## src/rtl/pc_sequencer.sv

```systemverilog
// Fetch program-counter sequencer: owns the fetch PC, turns execute-stage jump/branch
// decisions into redirects, and raises the flush controls for wrong-path fetches.
module pc_sequencer #(
    parameter logic [31:0] RESET_PC   = 32'h0000_0000,
    parameter bit          DELAY_SLOT = 1'b1
) (
    input  logic        clk,
    input  logic        rst,
    input  logic        jb_valid,
    input  logic [1:0]  jump_sel,
    input  logic [31:0] jb_pc,
    input  logic [15:0] imm16,
    input  logic [25:0] target26,
    input  logic [31:0] rs_val,
    input  logic        stall_in,
    input  logic        imem_ready,
    output logic [31:0] pc,
    output logic        pc_valid,
    output logic        flush_if,
    output logic        flush_id,
    output logic        misalign_err
);

    typedef enum logic [1:0] {
        BOOT       = 2'd0,
        RUN        = 2'd1,
        REDIR_PEND = 2'd2
    } state_t;

    localparam logic [1:0] SEL_SEQ    = 2'b00;
    localparam logic [1:0] SEL_BRANCH = 2'b01;
    localparam logic [1:0] SEL_JUMP   = 2'b10;
    localparam logic [1:0] SEL_REG    = 2'b11;

    state_t      state_q, state_d;
    logic [31:0] pc_q, pc_d;
    logic [31:0] pend_q, pend_d;

    logic [31:0] jb_pc_plus4;
    logic [31:0] branch_target;
    logic [31:0] jump_target;
    logic [31:0] reg_target;
    logic [31:0] target;
    logic        redirect;
    logic        advance;

    // Branch/jump target candidates; all arithmetic wraps modulo 2^32.
    always_comb begin
        jb_pc_plus4   = jb_pc + 32'd4;
        branch_target = jb_pc_plus4 + {{14{imm16[15]}}, imm16, 2'b00};
        jump_target   = {jb_pc_plus4[31:28], target26, 2'b00};
        reg_target    = {rs_val[31:2], 2'b00};
    end

    always_comb begin
        target = jb_pc_plus4;
        case (jump_sel)
            SEL_SEQ:    target = jb_pc_plus4;
            SEL_BRANCH: target = branch_target;
            SEL_JUMP:   target = jump_target;
            SEL_REG:    target = reg_target;
            default:    target = jb_pc_plus4;
        endcase
    end

    // A stalled EX re-presents the same jump/branch, so it is only acted on once unstalled.
    always_comb begin
        redirect = (state_q == RUN) && jb_valid && !stall_in && (jump_sel != SEL_SEQ);
        advance  = pc_valid && imem_ready && !stall_in;
    end

    always_comb begin
        pc_valid     = (state_q != BOOT);
        flush_if     = redirect || (state_q == REDIR_PEND);
        flush_id     = redirect && !DELAY_SLOT;
        misalign_err = redirect && (jump_sel == SEL_REG) && (rs_val[1:0] != 2'b00);
        pc           = pc_q;
    end

    always_comb begin
        state_d = state_q;
        pc_d    = pc_q;
        pend_d  = pend_q;
        case (state_q)
            BOOT: begin
                state_d = RUN;
            end
            RUN: begin
                if (redirect) begin
                    if (imem_ready) begin
                        pc_d = target;
                    end else begin
                        pend_d  = target;
                        state_d = REDIR_PEND;
                    end
                end else if (advance) begin
                    pc_d = pc_q + 32'd4;
                end
            end
            REDIR_PEND: begin
                // The fetch returned here is flushed regardless, so a stall cannot hold it off.
                if (imem_ready) begin
                    pc_d    = pend_q;
                    state_d = RUN;
                end
            end
            default: begin
                state_d = BOOT;
            end
        endcase
    end

    always_ff @(posedge clk or posedge rst) begin
        if (rst) begin
            state_q <= BOOT;
            pc_q    <= RESET_PC;
            pend_q  <= 32'h0000_0000;
        end else begin
            state_q <= state_d;
            pc_q    <= pc_d;
            pend_q  <= pend_d;
        end
    end

endmodule

```

## config.mk

```make
export PLATFORM = sky130hd
export DESIGN_NAME = pc_sequencer
export DESIGN_NICKNAME = d
export VERILOG_FILES = /design/src/rtl/pc_sequencer.sv
export SDC_FILE = /design/constraint.sdc
export NUM_CORES = 1
export LEC_CHECK = 0
export BUFFER_PORTS_ARGS = -buffer_cell sky130_fd_sc_hd__buf_4
export CAP_MARGIN = 20
export CORE_MARGIN = 3
export CORE_UTILIZATION = 55
export DETAILED_ROUTE_END_ITERATION = 8
export PLACE_DENSITY = 0.81
export SETUP_SLACK_MARGIN = 0.4
export SLEW_MARGIN = 0
export SYNTH_ARGS = -nofsm -noshare
export SYNTH_HDL_FRONTEND = slang
export SYNTH_SLANG_ARGS = --single-unit
```

## constraint.sdc

```tcl
create_clock -name clk -period 2.9 [get_ports clk]
set_clock_uncertainty 0.05 [all_clocks]
set_input_delay 0.58 -clock clk [delete_from_list [all_inputs] [get_ports clk]]
set_output_delay 0.58 -clock clk [all_outputs]
set_load 0.01 [all_outputs]
```

==> summary.md, run 1 <==
| Metric | Value |
|---|---|
| Last stage reached | global routing (5_1_grt) |
| Synthesis Warnings | 0 |
| Placed Instance Area | 9310 sq um |
| Synth top cells by count | 127 x nand2_1, 78 x a21oi_1, 76 x nor2_1 |
| Clk buf depth | 2 |
| EDFF count, synth | 0 |
| Initial Util | 56.78% |
| Mapped Nets | 1,015 |
| GRT worst endpoint | pend_q[31]$_DFFE_PP0P_/D |
| IO Count | 149 |
| Main flop type after synthesis | dfrtp_1 |
| H-tree lvl count | 3 |
| Clk root buf | clkbuf_16 |
| Die width | 115.3 microns |
| IO Port Bufs | 147 |
| Die Y | 115.3 microns |
| Inst Count DP | 1,297 |
| Outcome | did not finish |
| Syn Inst Count | 864 |
| Mean Syn Cell Area | 7.600 sq um |
| Yosys top cell by area | dfrtp_1 |
| Placement Setup Slack | -1.062 ns |
| DP HPWL | 18,170 microns |
| CTS Buf Count | 9 |
| Pin count of the biggest net entering global routing | 36 |
| Worst endpoint type | register data pin |
| FFs w/ async S/R, synth | 100.0% |
| Post-synth top area share | 25.15% |
| Cell with the most instances after synthesis | nand2_1 |
| Stop err | [ERROR DPL-0038] Utilization greater than 100%, impossible to legalize |
| CTS Sinks | 66 |
| Synth area leaders | dfrtp_1 25%, nand2_1 7.3%, ha_1 7.1% |
| Synthesized flop and latch total | 66 |
| Sequential share of the synthesized area | 25.15% |
| Post-synth cell types | 70 |
| Gpl congestion | 1.009 |
| Placement row count | 39 |
| Mapped Area | 6566 sq um |
metrics by stage:
| stage | utilization [%] | TNS, ns |
|---|---|---|
| 4_1_cts | 91.97 | -12.81 |
| 3_5_place_dp | 80.50 | -37.93 |
| 3_3_place_gp | 80.50 | -34.46 |
| 2_1_floorplan | - | -9.929 |
logic make-up after synthesis:
group	share of synthesized area, %
muxes	6.498
and+or+nand+nor	23.36
adders and majority gates	7.355
xor gates and xnor gates	8.003
other	0.05711
DFF	25.15
buffers and inverters	4.668
AOI/OAI and AO/OA	24.91
repair_timing:
item                       4_1_cts
setup buffers                   40
resized for setup              159
cloned                           0
pin swaps                      114
hold buffers                     0
setup endpoints to repair       55
==> run 2: changes to the inputs <==
CORE_UTILIZATION = 40   (was 55)
PLACE_DENSITY = default   (was 0.81)
PLACE_DENSITY_LB_ADDON = 0.15   (was default)
SETUP_SLACK_MARGIN = default   (was 0.4)
==> run 2 against run 1 <==
The flow now finishes, with violations (setup timing). Synthesized area stayed put. Synthesized cell count stayed put.
==> summary.md, run 2 <==
| Metric | Value |
|---|---|
| Routed WL per cell | 17.26 microns |
| Sw frac | 39.59% |
| Worst setup EP type | register |
| Post-synth cell types | 70 (unchanged) |
| Mapped Area | 6566 sq um (unchanged) |
| Die width | 134.1 microns (+16%) |
| Most frequent cells in the layout | 341 x buf_4, 118 x nand2_1, 69 x nor2_1, 66 x dfrtp_1, 58 x a21oi_1 |
| Combinational share of power | 51.8% |
| Post-synth top area share | 25.15% (unchanged) |
| Core Area | 16,000 sq um |
| RSZ-0062 raised after global routing | yes |
| CTS Sinks | 66 (unchanged) |
| Vias in the first global route | 7,646 |
| Syn Inst Count | 864 (unchanged) |
| Via count | 7,779 |
| Pwr/cell area | 518.7 nW/um^2 |
| R2r setup slk | 0.29 ns |
| Final hold vios | 0 |
| Critical path, cell by cell | buf_6 -> and4_4 -> nand2b_4 -> nor4_4 -> nand2_1 -> xnor2_2 -> ha_1 -> nand4_1 -> nor2_1 -> a22o_1 -> a211o_1 -> o21ba_4 -> o311ai_4 -> mux2i_1 -> a21o_1 -> mux2_4 |
| H-tree lvl count | 3 (unchanged) |
| Fin Hold WS | 0.2688 ns |
| Mapped Nets | 1,015 (unchanged) |
| CTS Buf Count | 9 (unchanged) |
| Post-Layout Inst Area | 10,750 sq um |
| Commonest non-fill, non-tap cell in the layout | buf_4 |
| P_leak | 4.970 nW |
| Crit path kind | in -> reg |
| Int Power | 3.370 mW |
| Crit share post-route | 121.7% |
| Inserted Diodes | 0 |
| Worst EP required | 3.06 ns |
| Critical Path Slowest Stage Cell | nor4_4 |
| Antenna violations before repair | 0 |
| CP bufs+invs | 1 |
| Synth area leaders | dfrtp_1 25%, nand2_1 7.3%, ha_1 7.1% |
| Synthesis Warnings | 0 (unchanged) |
| Fraction of layout instances using a drive strength above 1 | 45.02% |
| Outcome | complete, but fails checks |
| Mean Syn Cell Area | 7.600 sq um (unchanged) |
| Slew HR | 54.53% |
| Routing usage on met1 | 36.67% |
| Sequential share of the synthesized area | 25.15% (unchanged) |
| Max-Cap Viols | 0 |
| Hold Crit Class | in -> async |
| Yosys top cell by area | dfrtp_1 |
| Sequential power share | 30.7% |
| Crit start category | input pin |
| Minimum clock period | 3.529 ns |
| Clk buf depth | 2 (unchanged) |
| Maximum operating frequency | 0.2833 GHz |
| Grt peak-use layer | met2 |
| DRT Wirelength | 24,540 microns |
| First-pass GRT wire length | 38,960 microns |
| Failing checks | setup timing |
| Hold_buf cts | 0 (unchanged) |
| Antenna Nets Post-Route | 0 |
| Clock slew at reported path FFs | 0.05 ns |
| P_sw | 2.208 mW |
| M3 GR Usage | 3.301% |
| Met2 GRT Util | 45.26% |
| Pin count of the biggest net entering global routing | 67 |
| DR iter-0 viols | 637 |
| EDFF count, synth | 0 (unchanged) |
| DP HPWL | 18,770 microns (+3.3%) |
| # setup viols final | 42 |
| Critical Path AT | 3.69 ns |
| Number of vias per cell | 5.470 |
| Die area | 17,990 sq um |
| Main flop type after synthesis | dfrtp_1 |
| FFs w/ async S/R, synth | 100.0% (unchanged) |
| Synthesized flop and latch total | 66 (unchanged) |
| R2r startpoint | state_q[1] |
| Final #Nets | 1,352 |
| GRT Total Usage | 26.86% |
| Final slew viol count | 0 |
| DRC | 0 |
| CP max stage delay | 0.35 ns |
| Synth top cells by count | 127 x nand2_1, 78 x a21oi_1, 76 x nor2_1 |
| Initial Util | 41.04% (-16 points) |
| Max IR drop VDD | 0.3779 mV |
| Die Y | 134.1 microns (+16%) |
| Placed Instance Area | 9356 sq um (+0.50%) |
| Clk root buf | clkbuf_16 |
| Worst R2R Path Depth | 11 |
| Clock Latency Late Sink | 0.33 ns |
| IO Port Bufs | 147 (unchanged) |
| Post-route setup slack | -0.6293 ns |
| Grt ovf | 0 |
| Area grow syn2layout | 63.78% |
| Slew @ Worst Pin | 0.6813 ns |
| Critical R2R Capture | pc[24] |
| Placement row count | 46 (+18%) |
| Cell with the most instances after synthesis | nand2_1 |
| Crit-path max FO | 4 |
| IO Count | 149 (unchanged) |
| Clock network power share | 17.4% |
| Delay-heaviest family, CP | compound AO/OA/AOI/OAI gates |
| Gpl congestion | 0.9321 (-7.6%) |
| DRT Pass-1 Iters | 5 |
| CTS tree | built |
-- run 2: cell counts after synthesis --
Identical to the previous run, type by type.
-- run 2: how the worst max path moves through the flow --
stage	start	endpoint	slack (ns)	cells past startpoint
floorplan	jb_pc[8]	pend_q[31]	-0.75	15
global placement	jb_pc[2]	pend_q[31]	-0.98	18
detailed placement	jb_pc[8]	pend_q[31]	-1.06	16
CTS	jb_pc[8]	pend_q[31]	-0.57	16
global route	jb_pc[7]	pc[27]	-0.74	15
finish	jb_pc[8]	pend_q[31]	-0.63	16
-- run 2: layout make-up --
cell class	count	area, sq um
Clock buffer	13	250.2
Clock inverter	3	15.01
Fill cell	1383	5246
Inverter	36	137.6
Multi-Input combinational cell	721	5543
Sequential cell	66	1652
Tap cell	216	270.3
Timing Repair Buffer	367	2887
-- run 2: worst min-delay path: cells and delay by family --
family                 cells  cell delay, ns
buffers and inverters      3            0.47
-- run 2: routing by layer --
metal,wire length [microns],part of all wire (%),vias to the layer above
met5,0,0,-
met4,383,1.6,0
met3,1340,5.5,24
met2,11730,48,245
met1,11080,45,3698
li1,-,-,3812
-- run 2: what timing repair did --
item	4_1_cts	5_1_grt
gates resized for setup	133	42
setup buffers	36	10
setup endpoints to repair	47	47
endpoints found under the hold margin	0	0
pin swaps	64	37
-- run 2: metrics by stage --
| step | setup TNS [ns] | setup slack [ns] | cells | util, % | power [mW] |
|---|---|---|---|---|---|
| finish | -14.41 | -0.6293 | 1422 | 67.21 | 5.578 |
| detailed placement | -34.24 | -1.055 | 1370 | 58.48 | 4.292 |
| global placement | -32.58 | -0.9837 | 1370 | 58.48 | 4.246 |
| global route | -19.99 | -0.7371 | 1422 | 67.21 | 5.976 |
| CTS | -12.81 | -0.5745 | 1414 | 65.69 | 5.490 |
| floorplan | -9.927 | -0.7502 | 864 | - | 3.120 |
-- run 2: power by group through the flow --
stage | clock [mW] | combinational (mW) | sequential (mW)
2_1_floorplan | 0 | 1.42 | 1.70
3_3_place_gp | 0 | 2.54 | 1.70
3_5_place_dp | 0 | 2.58 | 1.71
4_1_cts | 0.991 | 2.80 | 1.70
5_1_grt | 1.02 | 3.17 | 1.78
6_report | 0.972 | 2.89 | 1.71
-- run 2: cell families (layout without fill, tap and decap cells) --
family | after synthesis | in the layout | synth area share (%)
XOR/XNOR | 60 | 60 | 8.003
AO/OA/AOI/OAI | 260 | 260 | 24.91
AND/OR/NAND/NOR | 332 | 332 | 23.36
other | 1 | 1 | 0.05711
multiplexers | 30 | 30 | 6.498
flip-flops | 66 | 66 | 25.15
buffers and inverters | 77 | 419 | 4.668
adder cells (fa/ha/maj) | 38 | 38 | 7.355
No activity file was read; power rests on OpenSTA's default activity.
==> run 3: changes to the inputs <==
--- a/config.mk
+++ b/config.mk
@@ -11,5 +11,5 @@
 export CORE_UTILIZATION = 40
 export DETAILED_ROUTE_END_ITERATION = 8
-export PLACE_DENSITY_LB_ADDON = 0.15
+export PLACE_DENSITY = 0.71
 export SLEW_MARGIN = 0
 export SYNTH_ARGS = -nofsm -noshare
--- a/constraint.sdc
+++ b/constraint.sdc
@@ -3,3 +3,3 @@
 set_input_delay 0.58 -clock clk [delete_from_list [all_inputs] [get_ports clk]]
 set_output_delay 0.58 -clock clk [all_outputs]
-set_load 0.01 [all_outputs]
+set_load 0.005 [all_outputs]
==> run 3 against run 2 <==
The flow still finishes with violations (setup timing). Total power up 8.1%. Critical path depth unchanged. Clock-buffer cell count unchanged. Worst setup slack worse by 0.14 ns. Register-to-register slack worse by 0.04 ns. Wire length up 22%. First-iteration DRC count up 64%. Core utilization up 4.9 points. Non-clock buffer count up 38. Largest cell class unchanged.
==> summary.md, run 3 (synthesis gave the netlist of run 2 again) <==
| Metric | Value |
|---|---|
| Outcome | complete, but fails checks |
| Failing checks | setup timing |
| Via count | 8,626 (+11%) |
| IO Count | 149 (unchanged) |
| Final Total Pwr | 6.033 mW (+8.1%) |
| RSZ-0062 raised after global routing | yes |
| DRT Pass-1 Iters | 5 (unchanged) |
| Met3 wire len | 2261 microns (+69%) |
| Minimum clock period | 3.671 ns (+0.1416 ns) |
| Maximum operating frequency | 0.2724 GHz (-3.9%) |
| DRC | 0 (unchanged) |
| Worst setup EP type | register |
| # setup viols final | 47 (+12%) |
| Clk buf depth | 2 (unchanged) |
| Sequential Area | 1652 sq um (unchanged) |
| Die area | 17,990 sq um (unchanged) |
| Core Area | 16,000 sq um (unchanged) |
| Crit path kind | in -> reg |
| DR top layer | met4 |
| Clock slew at reported path FFs | 0.05 ns (about the same) |
| Antenna Nets Post-Route | 0 (unchanged) |
| Die width | 134.1 microns (unchanged) |
| Pwr/cell area | 522.6 nW/um^2 (+0.75%) |
| Final hold vios | 0 (unchanged) |
| Clock Latency Late Sink | 0.34 ns (about the same) |
| Max IR drop VDD | 0.4662 mV (+23%) |
| Inserted Diodes | 0 (unchanged) |
| Crit start category | input pin |
| Worst EP required | 3.07 ns (about the same) |
| Post-route setup slack | -0.7709 ns (-0.1416 ns) |
| CTS tree | built |
| CTS Buf Count | 9 (unchanged) |
| Hold path depth | 2 |
| Wire length on met1 | 11,750 microns (+6.0%) |
| Setup_tns | -21.66 ns (-7.256 ns) |
| GRT Total Usage | 29.08% (+2.2 points) |
| Hold_buf cts | 0 (unchanged) |
| Commonest non-fill, non-tap cell in the layout | buf_4 |
| First-pass GRT wire length | 42,150 microns (+8.2%) |
| H-tree lvl count | 3 (unchanged) |
| Gpl congestion | 0.9094 (-2.4%) |
| DRT Wirelength | 29,870 microns (+22%) |
| Critical Path AT | 3.84 ns (+0.15 ns) |
| Worst R2R Path Depth | 10 (-1) |
| Final #Nets | 1,390 (+2.8%) |
| DP HPWL | 18,670 microns (-0.51%) |
| Grt ovf | 0 (unchanged) |
| IO Port Bufs | 147 (unchanged) |
| Vias in the first global route | 8,103 (+6.0%) |
| P_leak | 5.288 nW (+6.4%) |
| Slew @ Worst Pin | 0.8644 ns (+0.1831 ns) |
| Met2 WL post-DR | 14,280 microns (+22%) |
| Pin count of the biggest net entering global routing | 67 (unchanged) |
| Placement Setup Slack | -1.096 ns (-0.04086 ns) |
| Clk root buf | clkbuf_16 |
| Fraction of layout instances using a drive strength above 1 | 50.12% (+5.1 points) |
| Number of vias per cell | 5.912 (+8.1%) |
| DR iter-0 viols | 1,046 (+64%) |
| Routed WL per cell | 20.47 microns (+19%) |
| Most frequent cells in the layout | 359 x buf_4, 116 x nand2_1, 66 x dfrtp_1, 65 x nor2_1, 51 x a21oi_1 |
| Initial Util | 41.04% (unchanged) |
| Die Y | 134.1 microns (unchanged) |
| CTS Sinks | 66 (unchanged) |
| Multi-input logic area | 5931 sq um (+7.0%) |
| Crit-path max FO | 6 (+2) |
| Area grow syn2layout | 75.80% |
| Antenna violations before repair | 0 (unchanged) |
| Hold Crit Class | reg -> reg |
| Crit share post-route | 126.6% (+4.9 points) |
| Placement row count | 46 (unchanged) |
| Fillcell total | 1,163 (-16%) |
| Slew HR | 42.37% (-12 points) |
| Final slew viol count | 0 (unchanged) |
| Max-Cap Viols | 0 (unchanged) |
[run 3: per-stage QoR]
step           instance area, sq um  instances  util, %  hold WS [ns]
6_report                      11540       1459    72.15        0.4234
3_5_place_dp                   9379       1378    58.62        0.4143
5_1_grt                       11540       1459    72.15        0.4480
3_3_place_gp                   9379       1378    58.62        0.4003
2_1_floorplan                  6746        864        -        0.3880
4_1_cts                       10880       1439    68.02        0.4270
[run 3: report_power, final]
group          leakage, nW  switching, mW  internal [mW]
Combinational         4.33           1.56           1.58
Sequential           0.803          0.385           1.33
Clock                0.156          0.385          0.795
Total                 5.29           2.33           3.70
[run 3: cell type report]
class / instances / share of cell area, %
clock buffer: 13 / 2.254
tap: 216 / 2.341
clock inverter: 2 / 0.5203
sequential: 66 / 14.31
multi-input combinational: 721 / 51.38
timing repair buffer: 405 / 27.98
inverter: 36 / 1.225
[run 3: what timing repair did]
| item | in CTS | in global routing |
|---|---|---|
| setup buffers | 51 | 25 |
| pin swaps | 99 | 67 |
| endpoints found under the setup margin | 49 | 54 |
| gates resized for setup | 169 | 100 |
[run 3: path summary, 6_finish.rpt]
kind                       slack, ns          to        from
setup reg to reg                0.25      pc[28]  state_q[1]
hold / removal                  0.42  pend_q[12]  pend_q[12]
min in group asynchronous       0.45      pc[31]         rst
hold reg to reg                 0.42  pend_q[12]  pend_q[12]
max in group asynchronous       1.77       pc[4]         rst
setup / recovery               -0.77  pend_q[31]   jb_pc[11]
[run 3: worst max-delay path, stage by stage]
cell	delay [ns]
buf_6	0.07
and3_4	0.19
nand3_4	0.12
nor4_4	0.39
nand3_2	0.17
xor2_2	0.20
inv_2	0.07
ha_4	0.23
a21oi_1	0.27
o31ai_1	0.16
a211o_1	0.35
o21ba_4	0.23
o311ai_4	0.23
mux2i_1	0.11
a21o_1	0.19
mux2_4	0.26
[run 3: metal layers]
metal  global-route usage, %  up-vias
met4                   9.955        0
li1                        -     3894
met1                   37.94     4121
met3                   4.426      133
met2                   49.44      478
met5                       0        -
